==> src/rtl/aes_inv_mixcol_unit_pkg.sv <==
// Shared constants, FSM encoding and index helpers for the
// iterative AES InvMixColumns unit.
package aes_inv_mixcol_unit_pkg;

   localparam int NUM_COLS = 4;
   localparam int COL_W    = 32;
   localparam int STATE_W  = COL_W * NUM_COLS;
   localparam int CNT_W    = $clog2(NUM_COLS);

   localparam logic [7:0] GF_POLY = 8'h1B;

   typedef enum logic [1:0] {
      IDLE,
      BUSY,
      DONE
   } fsm_t;

   // Column 0 is the most significant word (FIPS-197 order).
   function automatic int col_lsb(input int c);
      return STATE_W - COL_W * (c + 1);
   endfunction

   function automatic int byte_lsb(input int b);
      return COL_W - 8 * (b + 1);
   endfunction

endpackage

==> src/rtl/aes_inv_mixcol_unit_if.sv <==
// Input and output valid/ready channels of the
// InvMixColumns unit.
interface aes_inv_mixcol_unit_if;
   import aes_inv_mixcol_unit_pkg::*;

   logic               in_valid;
   logic               in_ready;
   logic [STATE_W-1:0] in_state;
   logic               in_bypass;
   logic               out_valid;
   logic               out_ready;
   logic [STATE_W-1:0] out_state;

   modport master (
      output in_valid,
      output in_state,
      output in_bypass,
      output out_ready,
      input  in_ready,
      input  out_valid,
      input  out_state
   );

   modport slave (
      input  in_valid,
      input  in_state,
      input  in_bypass,
      input  out_ready,
      output in_ready,
      output out_valid,
      output out_state
   );

endinterface

==> src/rtl/aes_inv_mixcol_unit_gf256.sv <==
// GF(2^8) xtime and one row of the inverse MixColumns
// matrix, built only from XOR and xtime.
module gf256_xtime
   import aes_inv_mixcol_unit_pkg::*;
(
   input  logic [7:0] x,
   output logic [7:0] y
);

   assign y = {x[6:0], 1'b0} ^ (x[7] ? GF_POLY : 8'h00);

endmodule

module gf256_inv_mixcol_byte #(
   parameter int ROW_IDX = 0
) (
   input  logic [7:0] s0,
   input  logic [7:0] s1,
   input  logic [7:0] s2,
   input  logic [7:0] s3,
   output logic [7:0] byte_out
);

   logic [7:0] s    [4];
   logic [7:0] x2   [4];
   logic [7:0] x4   [4];
   logic [7:0] x8   [4];
   logic [7:0] term [4];

   assign s[0] = s0;
   assign s[1] = s1;
   assign s[2] = s2;
   assign s[3] = s3;

   for (genvar j = 0; j < 4; j++) begin : g_in
      // Row r is the base row {0e,0b,0d,09} rotated right by r.
      localparam int K = (j - ROW_IDX + 4) % 4;

      gf256_xtime u_x2 (.x(s[j]),  .y(x2[j]));
      gf256_xtime u_x4 (.x(x2[j]), .y(x4[j]));
      gf256_xtime u_x8 (.x(x4[j]), .y(x8[j]));

      if (K == 0) begin : g_e
         assign term[j] = x8[j] ^ x4[j] ^ x2[j];
      end else if (K == 1) begin : g_b
         assign term[j] = x8[j] ^ x2[j] ^ s[j];
      end else if (K == 2) begin : g_d
         assign term[j] = x8[j] ^ x4[j] ^ s[j];
      end else begin : g_9
         assign term[j] = x8[j] ^ s[j];
      end
   end

   assign byte_out = term[0] ^ term[1] ^ term[2] ^ term[3];

endmodule

==> src/rtl/aes_inv_mixcol_unit.sv <==
// Iterative AES InvMixColumns: one column per cycle,
// valid/ready on both sides, per-block bypass.
module aes_inv_mixcol_unit
   import aes_inv_mixcol_unit_pkg::*;
(
   input  logic                 clk,
   input  logic                 rst_n,
   aes_inv_mixcol_unit_if.slave bus
);

   fsm_t               fsm;
   logic [CNT_W-1:0]   col_cnt;
   logic [STATE_W-1:0] state_q;
   logic               bypass_q;
   logic               in_ready_q;
   logic               out_valid_q;

   logic [COL_W-1:0]   col_in;
   logic [COL_W-1:0]   col_out;
   logic [COL_W-1:0]   col_new;

   always_comb begin
      col_in = '0;
      for (int c = 0; c < NUM_COLS; c++) begin
         if (col_cnt == CNT_W'(c)) begin
            col_in = state_q[col_lsb(c) +: COL_W];
         end
      end
   end

   for (genvar r = 0; r < 4; r++) begin : g_row
      gf256_inv_mixcol_byte #(
         .ROW_IDX (r)
      ) u_byte (
         .s0       (col_in[byte_lsb(0) +: 8]),
         .s1       (col_in[byte_lsb(1) +: 8]),
         .s2       (col_in[byte_lsb(2) +: 8]),
         .s3       (col_in[byte_lsb(3) +: 8]),
         .byte_out (col_out[byte_lsb(r) +: 8])
      );
   end

   // Bypass still walks all columns so round timing is uniform.
   assign col_new = bypass_q ? col_in : col_out;

   always_ff @(posedge clk or negedge rst_n) begin
      if (!rst_n) begin
         fsm         <= IDLE;
         col_cnt     <= '0;
         state_q     <= '0;
         bypass_q    <= 1'b0;
         in_ready_q  <= 1'b0;
         out_valid_q <= 1'b0;
      end else begin
         unique case (fsm)
            IDLE: begin
               if (bus.in_valid && in_ready_q) begin
                  state_q    <= bus.in_state;
                  bypass_q   <= bus.in_bypass;
                  col_cnt    <= '0;
                  in_ready_q <= 1'b0;
                  fsm        <= BUSY;
               end else begin
                  in_ready_q <= 1'b1;
               end
            end
            BUSY: begin
               for (int c = 0; c < NUM_COLS; c++) begin
                  if (col_cnt == CNT_W'(c)) begin
                     state_q[col_lsb(c) +: COL_W] <= col_new;
                  end
               end
               col_cnt <= col_cnt + 1'b1;
               if (col_cnt == CNT_W'(NUM_COLS - 1)) begin
                  out_valid_q <= 1'b1;
                  fsm         <= DONE;
               end
            end
            DONE: begin
               if (bus.out_ready) begin
                  out_valid_q <= 1'b0;
                  in_ready_q  <= 1'b1;
                  fsm         <= IDLE;
               end
            end
            default: begin
               fsm <= IDLE;
            end
         endcase
      end
   end

   assign bus.in_ready  = in_ready_q;
   assign bus.out_valid = out_valid_q;
   assign bus.out_state = state_q;

endmodule

==> src/flat_wrapper.sv <==
// flat-port wrapper written by rule: the top's interface ports become plain ports
module aes_inv_mixcol_unit_flat import aes_inv_mixcol_unit_pkg::*;
  (clk, rst_n, bus_in_valid, bus_in_state, bus_in_bypass, bus_out_ready, bus_in_ready, bus_out_valid, bus_out_state);
  aes_inv_mixcol_unit_if bus_i ();
  input  logic clk;
  input  logic rst_n;
  input wire logic [$bits(bus_i.in_valid)-1:0] bus_in_valid;
  input wire logic [$bits(bus_i.in_state)-1:0] bus_in_state;
  input wire logic [$bits(bus_i.in_bypass)-1:0] bus_in_bypass;
  input wire logic [$bits(bus_i.out_ready)-1:0] bus_out_ready;
  output wire logic [$bits(bus_i.in_ready)-1:0] bus_in_ready;
  output wire logic [$bits(bus_i.out_valid)-1:0] bus_out_valid;
  output wire logic [$bits(bus_i.out_state)-1:0] bus_out_state;
  assign bus_i.in_valid = bus_in_valid;
  assign bus_i.in_state = bus_in_state;
  assign bus_i.in_bypass = bus_in_bypass;
  assign bus_i.out_ready = bus_out_ready;
  assign bus_in_ready = bus_i.in_ready;
  assign bus_out_valid = bus_i.out_valid;
  assign bus_out_state = bus_i.out_state;
  aes_inv_mixcol_unit u_core (.clk(clk), .rst_n(rst_n), .bus(bus_i));
endmodule
==> config.mk <==
export PLATFORM = sky130hd
export DESIGN_NAME = aes_inv_mixcol_unit_flat
export DESIGN_NICKNAME = d
export VERILOG_FILES = /design/src/rtl/aes_inv_mixcol_unit_pkg.sv /design/src/rtl/aes_inv_mixcol_unit_if.sv /design/src/rtl/aes_inv_mixcol_unit_gf256.sv /design/src/rtl/aes_inv_mixcol_unit.sv /design/src/flat_wrapper.sv
export SDC_FILE = /design/constraint.sdc
export NUM_CORES = 1
export LEC_CHECK = 0
export CAP_MARGIN = 0
export CORE_MARGIN = 2
export CORE_UTILIZATION = 53
export DETAILED_ROUTE_END_ITERATION = 8
export PLACE_DENSITY = 0.87
export SKIP_LAST_GASP = 1
export SYNTH_ARGS = -nofsm -noshare
export SYNTH_HDL_FRONTEND = slang
export SYNTH_SLANG_ARGS = --single-unit
==> constraint.sdc <==
create_clock -name clk -period 9.2 [get_ports clk]
set_clock_uncertainty 0.05 [all_clocks]
set_input_delay 2.3 -clock clk [delete_from_list [all_inputs] [get_ports clk]]
set_output_delay 2.3 -clock clk [all_outputs]
set_load 0.01 [all_outputs]
* Yosys cells after proc, flatten, opt, wreduce, memory -nomap -nowiden
Cells that the tools add are included.
** Storage, ports and cells
- Flip-flop bits (word level) :: 135
- Input bits :: 133
- Output and inout bits :: 130
** Cells by class
- Add/subtract/negate cells :: 1
- Equality and inequality tests :: 11
- Mux-type cells :: 35
- Bitwise logic cells :: 48
- Reduce and logical (&&, ||, !) cells :: 15
** Operators with widths (number)
- $xor 8x8->8 :: 40
- $mux 32 :: 9
- $pmux 128 s2 :: 1
- $mux 128 :: 1
- $xor 8x5->8 :: 8
- $mux 5 :: 12
- $reduce_and 3->1 :: 6
- $ne 2x1->1 const B :: 5
- $mux 2 :: 4
- $eq 2x2->1 const B :: 3
- $pmux 2 s3 :: 1
- $reduce_and 2->1 :: 3
- $reduce_bool 2->1 :: 3
- $eq 2x1->1 const B :: 2
- $logic_not 2->1 :: 2
- $mux 1 :: 4
- $pmux 1 s2 :: 2
- $pmux 2 s2 :: 1
- $add 2x1->2 const B :: 1
- $ne 2x2->1 const B :: 1
- $logic_and 1x1->1 :: 1

* Depth between registers and ports, before layout
Gate-level depths: netlist of the first run.
- Depth in word-level cells :: 19
- Mapped depth :: 14
- Mapped depth without buffers :: 11

* Cells and area by module
Synthesis of the first run repeated with hierarchy kept, for this count alone.
** Unflattened totals
- Cell total of the unflattened synthesis :: 1539
- Area, all modules :: 13857.0 um2
** By module, submodules not included
- aes_inv_mixcol_unit :: instances 1, cells each 867, area an instance 7831.3 um2, sequential area each 3378.2 um2
- gf256_xtime :: instances 48, cells each 8, area an instance 63.8 um2, sequential area each 0.0 um2
- gf256_inv_mixcol_byte :: instances 4, cells each 72, area an instance 740.7 um2, sequential area each 0.0 um2

* Least setup slack after synthesis of the first run
OpenSTA, ideal clock, no wires.
- Path kind :: input to register
- Start point :: input bus_in_valid
- End point :: register u_core.state_q[44], in the netlist u_core.bus.out_state[44]
- Arrival time :: 3.539 ns
- Required time :: 9.015 ns
- Path slack :: 5.476 ns
- Stages on the path :: 7
- Buffers on the path :: 2
- Cell sequence :: nand2_1 > nor3_1 > nor2_1 > clkbuf_1 > clkbuf_1 > nand2_1 > o31ai_1
** Between the ends
- Cells in the longest elaborated chain, start to end :: 3
** RTL lines
- start, declared :: line flat_wrapper.sv:7 : input wire logic [$bits(bus_i.in_valid)-1:0] bus_in_valid;
- $logic_and 1x1->1 :: line aes_inv_mixcol_unit.sv:57 : if (bus.in_valid && in_ready_q) begin
- $ne 2x1->1 (no source line)
- $reduce_and 3->1 (no source line)
- end signal, assigned :: line aes_inv_mixcol_unit.sv:58 : state_q <= bus.in_state;
- end signal, assigned by index :: line aes_inv_mixcol_unit.sv:70 : state_q[col_lsb(c) +: COL_W] <= col_new;
- end, declared :: line aes_inv_mixcol_unit.sv:13 : logic [STATE_W-1:0] state_q;
No other way between the ends.
A chain may end at the register's enable or synchronous reset.

* Final worst setup path of the first run
- Start point :: input bus_in_valid
- End point :: register u_core.state_q[117], in the netlist u_core.bus.out_state[117]
Same word-level chain as after synthesis.

==> flow_metrics.tcl, run 1 <==
set metrics [dict create \
    clock_latency_ns 0.44 \
    final.setup.tns_ns 0 \
    layout-drive-gt1-share_pct 8.51 \
    vias 9385 \
    drc 0 \
    maxCapViolCount 0 \
    die_width_um 137 \
    root_buffer "clkbuf_16" \
    crit_fanout 32 \
    final_common_cell "clkdlybuf4s50_1" \
    drtAntennaViolNets 0 \
    clkTransAtPathRegs_ns 0.06 \
    numPlacedInstances 1451 \
    maxSlewHeadroom_pct 13.3 \
    critPathCaptureType "register" \
    grt_pass1_wl_um 51600 \
    detailedRoute.firstIterationViolations 1006 \
    synth_area_per_cell_sq_um 9.23 \
    worstSetupStartpointType "input port" \
    fin_crit_ns 4.92 \
    ys_ff_latch 135 \
    overflow 0 \
    syn_area_sq_mm 0.00942 \
    cts_tree "done" \
    drv_slew 0 \
    via_per_inst 6.33 \
    critPathArrivalTime_ns 5.20 \
    dr.pass1.iters 5 \
    nNetsFinal 1382 \
    cts.htree.levels 4 \
    period_share_pct 53.4 \
    synthTopCellsByArea "dfrtp_1 36%, xnor2_1 9.7%, a21oi_1 8.2%, xnor3_1 6.7%, o21ai_0 5.4%" \
    start_util_pct 54.3 \
    place_congestion 0.983 \
    die-area_sq_mm 0.0188 \
    crit_type "input port to register" \
    cts_made_buffers 17 \
    cts.sinks 135 \
    clockBufferDepth 2 \
    grt_usage_pct 36.4 \
    yosys.area.top_type "dfrtp_1" \
    postRouteWirelength_um 33800 \
    async_flop_share_pct 100 \
    grt_pass1_vias 9377 \
    syn_to_final_growth_pct 35.0 \
    ys_warn_count 0 \
    synth_cell_types 57 \
    hpwl_um 23700 \
    antenna_found_initial 0 \
    fin_ws_ns 4.28 \
    die_y_um 137 \
    synth_ff_type "dfrtp_1" \
    status "finished clean" \
    n_antenna_cell 0 \
    hold_viol_final 0 \
    avgRoutedWirePerCell_um 22.8 \
    syn_inst 1020 \
    fmax_mhz 203 \
    rows 48 \
    ioPinCount 263 \
    mostFrequentLayoutCells "261 x clkdlybuf4s50_1, 154 x a21oi_1, 135 x dfrtp_1, 104 x xnor2_1, 102 x o21ai_0" \
    hold_buffers 0 \
    postCtsSetupBuffers 0 \
    synth.top_cell.area_share_pct 35.9 \
    ys_seq_area_share_pct 35.9 \
    final_cells 1483 \
    fill_cells 1239 \
    grt_max_degree 78 \
    hold_path.class "register to register" \
    synth_edf_count 0 \
    port_buffers 262 \
    place_ws_ns 3.99 \
    rsz0062_at_grt "false" \
    setup_viol 0 \
    worstMarginPinSlew_ns 1.30 \
    synth_fp_nets 1157 \
    crit_required_ns 9.48 \
    core_area_sq_mm 0.0174 \
    cts_resized 0 \
]
==> state kept, by name, summed over array words and instances, names as in the netlist <==
signal	flops
u_core.bus.out_state	128
u_core.bus.in_ready	1
u_core.fsm	2
u_core.bypass_q	1
u_core.bus.out_valid	1
u_core.col_cnt	2
==> layout make-up <==
| class | count | area [sq um] | share of cell area [%] |
|---|---|---|---|
| multi-input combinational | 798 | 5650 | 44.4 |
| sequential | 135 | 3380 | 26.6 |
| clock inverter | 11 | 120 | 0.945 |
| clock buffer | 21 | 480 | 3.78 |
| tap | 225 | 282 | 2.21 |
| timing repair buffer | 279 | 2750 | 21.6 |
| inverter | 14 | 52.6 | 0.413 |
==> final timing paths <==
| path | from | endpoint | slack (ns) | depth (start not counted) |
|---|---|---|---|---|
| worst max-delay path | bus_in_valid | u_core.bus.out_state[117] | 4.28 | 6 |
| worst min-delay path | u_core.bus.out_state[121] | u_core.bus.out_state[121] | 0.46 | 2 |
| worst max register to register | u_core.col_cnt[0] | u_core.bus.out_state[28] | 4.57 | 11 |
| worst min register to register | u_core.bus.out_state[121] | u_core.bus.out_state[121] | 0.46 | 2 |
| max in group asynchronous | rst_n | u_core.bus.out_state[90] | 5.88 | 2 |
| min in group asynchronous | rst_n | u_core.bus.out_state[113] | 1.78 | 1 |
==> worst max-delay path: stages <==
cell and delay, ns:
clkdlybuf4s50_1 0.48, nand2_1 0.08, or3_1 0.67, nand2_1 1.10, o21ai_0 0.26, o31ai_1 0.29
==> cell families after synthesis <==
kind of cell,count (synthesis),synth area share (%)
AND/OR/NAND/NOR,217,10.3
buffers and inverters,87,4.32
multiplexers,2,0.213
adder cells (fa/ha/maj),4,0.532
flip-flops,135,35.9
AO/OA/AOI/OAI,398,25.7
XOR/XNOR,177,23.1
==> per-layer routing <==
metal	part of all wire [%]	vias up	track usage, %
li1	-	4046	-
met1	37	4476	46.9
met2	48	735	59.1
met3	12	128	8.61
met4	4.1	0	15.2
met5	0	-	0
==> metrics by stage <==
stage                     hold WS (ns)  area [sq um]  utilization, %
final                            0.464         12700            73.3
after global routing             0.484         12700            73.3
after CTS                        0.458         12700            73.3
after detailed placement         0.444         12100            69.8
after global placement           0.434         12100            69.8
after floorplan                  0.460          9420               -
==> synthesized netlist by cell type (5+ instances only) <==
cell type and n:
a21oi_1 154, a21oi_2 10, a22oi_1 12, a31oi_1 6, a31oi_2 5, buf_2 10
buf_4 6, buf_6 6, clkbuf_1 50, dfrtp_1 135, inv_1 14, nand2_1 102
nand2b_1 7, nand3_1 6, nand3b_1 20, nor2_1 67, o211ai_1 9, o21a_1 10
o21ai_0 102, o21ai_1 14, o22a_1 5, o22ai_1 37, o31ai_1 7, xnor2_1 104
xnor2_2 13, xnor3_1 28, xor2_1 23
Power of run 1 is not shown: default switching activity piles up to over one toggle a cycle in this logic, so the estimate is an artifact.
==> run 2: changes to the inputs <==
--- a/config.mk
+++ b/config.mk
@@ -7,9 +7,9 @@
 export LEC_CHECK = 0
 export CAP_MARGIN = 0
 export CORE_MARGIN = 2
-export CORE_UTILIZATION = 53
+export CORE_UTILIZATION = 45
 export DETAILED_ROUTE_END_ITERATION = 8
-export PLACE_DENSITY = 0.87
+export PLACE_DENSITY = 0.79
 export SKIP_LAST_GASP = 1
 export SYNTH_ARGS = -nofsm -noshare
 export SYNTH_HDL_FRONTEND = slang
==> constraint.sdc (replaced) <==
create_clock -name clk -period 4.3 [get_ports clk]
set_clock_uncertainty 0.05 [all_clocks]
set_input_delay 1.075 -clock clk [delete_from_list [all_inputs] [get_ports clk]]
set_output_delay 1.075 -clock clk [all_outputs]
set_load 0.01 [all_outputs]
==> flow_metrics.tcl, run 2 (synthesized netlist as in run 1, its figures left out) <==
set metrics [dict create \
    critPathCaptureType "register" \
    final.setup.tns_ns 0 \
    rsz0062_at_grt "false" \
    mostFrequentLayoutCells "261 x clkdlybuf4s50_1, 154 x a21oi_1, 135 x dfrtp_1, 104 x xnor2_1, 102 x o21ai_0" \
    grt_pass1_vias 9402 \
    worstHoldStart "u_core.bus.out_state[121]" \
    detailedRoute.firstIterationViolations 877 \
    die_width_um 149 \
    status "finished clean" \
    clkTransAtPathRegs_ns 0.06 \
    maxSlewHeadroom_pct 31.4 \
    die_y_um 149 \
    reg2reg_depth 11 \
    reg2reg_from "u_core.col_cnt[0]" \
    crit_required_ns 4.53 \
    postRouteWirelength_um 35400 \
    crit_type "register to register" \
    cts_tree "done" \
    period_share_pct 94.6 \
    crit_fanout 17 \
    rows 52 \
    avgRoutedWirePerCell_um 22.7 \
    layout-drive-gt1-share_pct 10.7 \
    place_congestion 1.02 \
    fmax_mhz 246 \
    vias 9299 \
    largest_reg_flops 128 \
    fin_crit_ns 4.07 \
    grt_max_degree 111 \
    maxCapViolCount 0 \
    drc 0 \
    via_per_inst 5.96 \
    drv_slew 0 \
    worstSetupStartpointType "register" \
    cts.htree.levels 4 \
    overflow 0 \
    setup_viol 0 \
    cts_resized 0 \
    ioPinCount 263 \
    clockBufferDepth 2 \
    antenna_found_initial 0 \
    die-area_sq_mm 0.0221 \
    nNetsFinal 1413 \
    drtAntennaViolNets 0 \
    grt_usage_pct 32.1 \
    hold_path.class "register to register" \
    n_antenna_cell 0 \
    clock_latency_ns 0.43 \
    final_common_cell "clkdlybuf4s50_1" \
    rr_endpoint "u_core.bus.out_state[5]" \
    worstMarginPinSlew_ns 1.03 \
    start_util_pct 46.2 \
    hold_buffers 0 \
    dr.pass1.iters 6 \
    core_area_sq_mm 0.0204 \
    syn_to_final_growth_pct 38.0 \
    hpwl_um 25900 \
    port_buffers 262 \
    min_to "u_core.bus.out_state[121]" \
    r2r_slack_ns 0.23 \
    root_buffer "clkbuf_16" \
    grt_pass1_wl_um 53900 \
    postCtsSetupBuffers 0 \
    critPathArrivalTime_ns 4.30 \
    whs_path_depth 2 \
    cts_made_buffers 17 \
    cts.sinks 135 \
    hold_viol_final 0 \
]
[run 2: cell types whose count changed in the layout (fill, tap and decap cells not counted), sizes merged]
cell / previous run / this run
clkinv: 7 / 4
clkinvlp: 0 / 5
buf: 18 / 49
bufinv: 2 / 1
clkbuf: 21 / 19
inv: 16 / 17
[run 2: layout make-up]
| type | count | area, sq um |
|---|---|---|
| repair buffers | 310 | 3000 |
| flip-flops and latches | 135 | 3380 |
| inverters | 14 | 52.6 |
| well taps | 270 | 338 |
| clock buffers | 19 | 453 |
| clock inverters | 13 | 121 |
| multi-input cells | 798 | 5650 |
| fillers | 1679 | 7370 |
[run 2: worst max-delay path, cell delays in order (launching register included)]
cell and delay (ns):
dfrtp_1 0.42, inv_1 0.10, ha_1 0.37, buf_4 0.35, a21oi_1 0.11, a22oi_1 0.48
xnor2_1 0.33, xnor3_2 0.61, xor2_1 0.23, xnor3_1 0.36, nor2_1 0.32, a31oi_1 0.17
[run 2: how the worst max path moves through the flow]
stage / cells past startpoint / start / to
after detailed placement: 11 / u_core.col_cnt[0] / u_core.bus.out_state[5]
after global routing: 11 / u_core.col_cnt[0] / u_core.bus.out_state[5]
after global placement: 11 / u_core.col_cnt[0] / u_core.bus.out_state[37]
after floorplan: 12 / u_core.col_cnt[0] / u_core.bus.out_state[28]
final: 11 / u_core.col_cnt[0] / u_core.bus.out_state[5]
after CTS: 11 / u_core.col_cnt[0] / u_core.bus.out_state[5]
[run 2: stage by stage]
step | hold slack (ns) | util [%] | instance area, sq um | instances | setup WS, ns
detailed placement | 0.458 | 61.0 | 12400 | 1527 | 0.336
global placement | 0.443 | 61.0 | 12400 | 1527 | 0.449
global route | 0.500 | 63.8 | 13000 | 1559 | 0.0620
finish | 0.472 | 63.8 | 13000 | 1559 | 0.234
floorplan | 0.460 | - | 9420 | 1020 | 0.981
CTS | 0.472 | 63.8 | 13000 | 1559 | 0.311
[run 2: metal layers]
metal / share of wire, % / global-route usage, %
met1: 41 / 43.9
met2: 47 / 51.4
met3: 9.2 / 6.10
met4: 2.9 / 11.0
met5: 0 / 0
Power of run 2 is left out for the same reason.
==> run 3: changes to the inputs <==
--- a/config.mk
+++ b/config.mk
@@ -9,6 +9,7 @@
 export CORE_MARGIN = 2
 export CORE_UTILIZATION = 45
 export DETAILED_ROUTE_END_ITERATION = 8
+export GPL_ROUTABILITY_DRIVEN = 1
 export PLACE_DENSITY = 0.79
 export SKIP_LAST_GASP = 1
 export SYNTH_ARGS = -nofsm -noshare
==> results of run 3 <==
Same layout as run 2: the final DEF is identical, and so are final timing and power.
Power of run 3 is left out for the same reason.
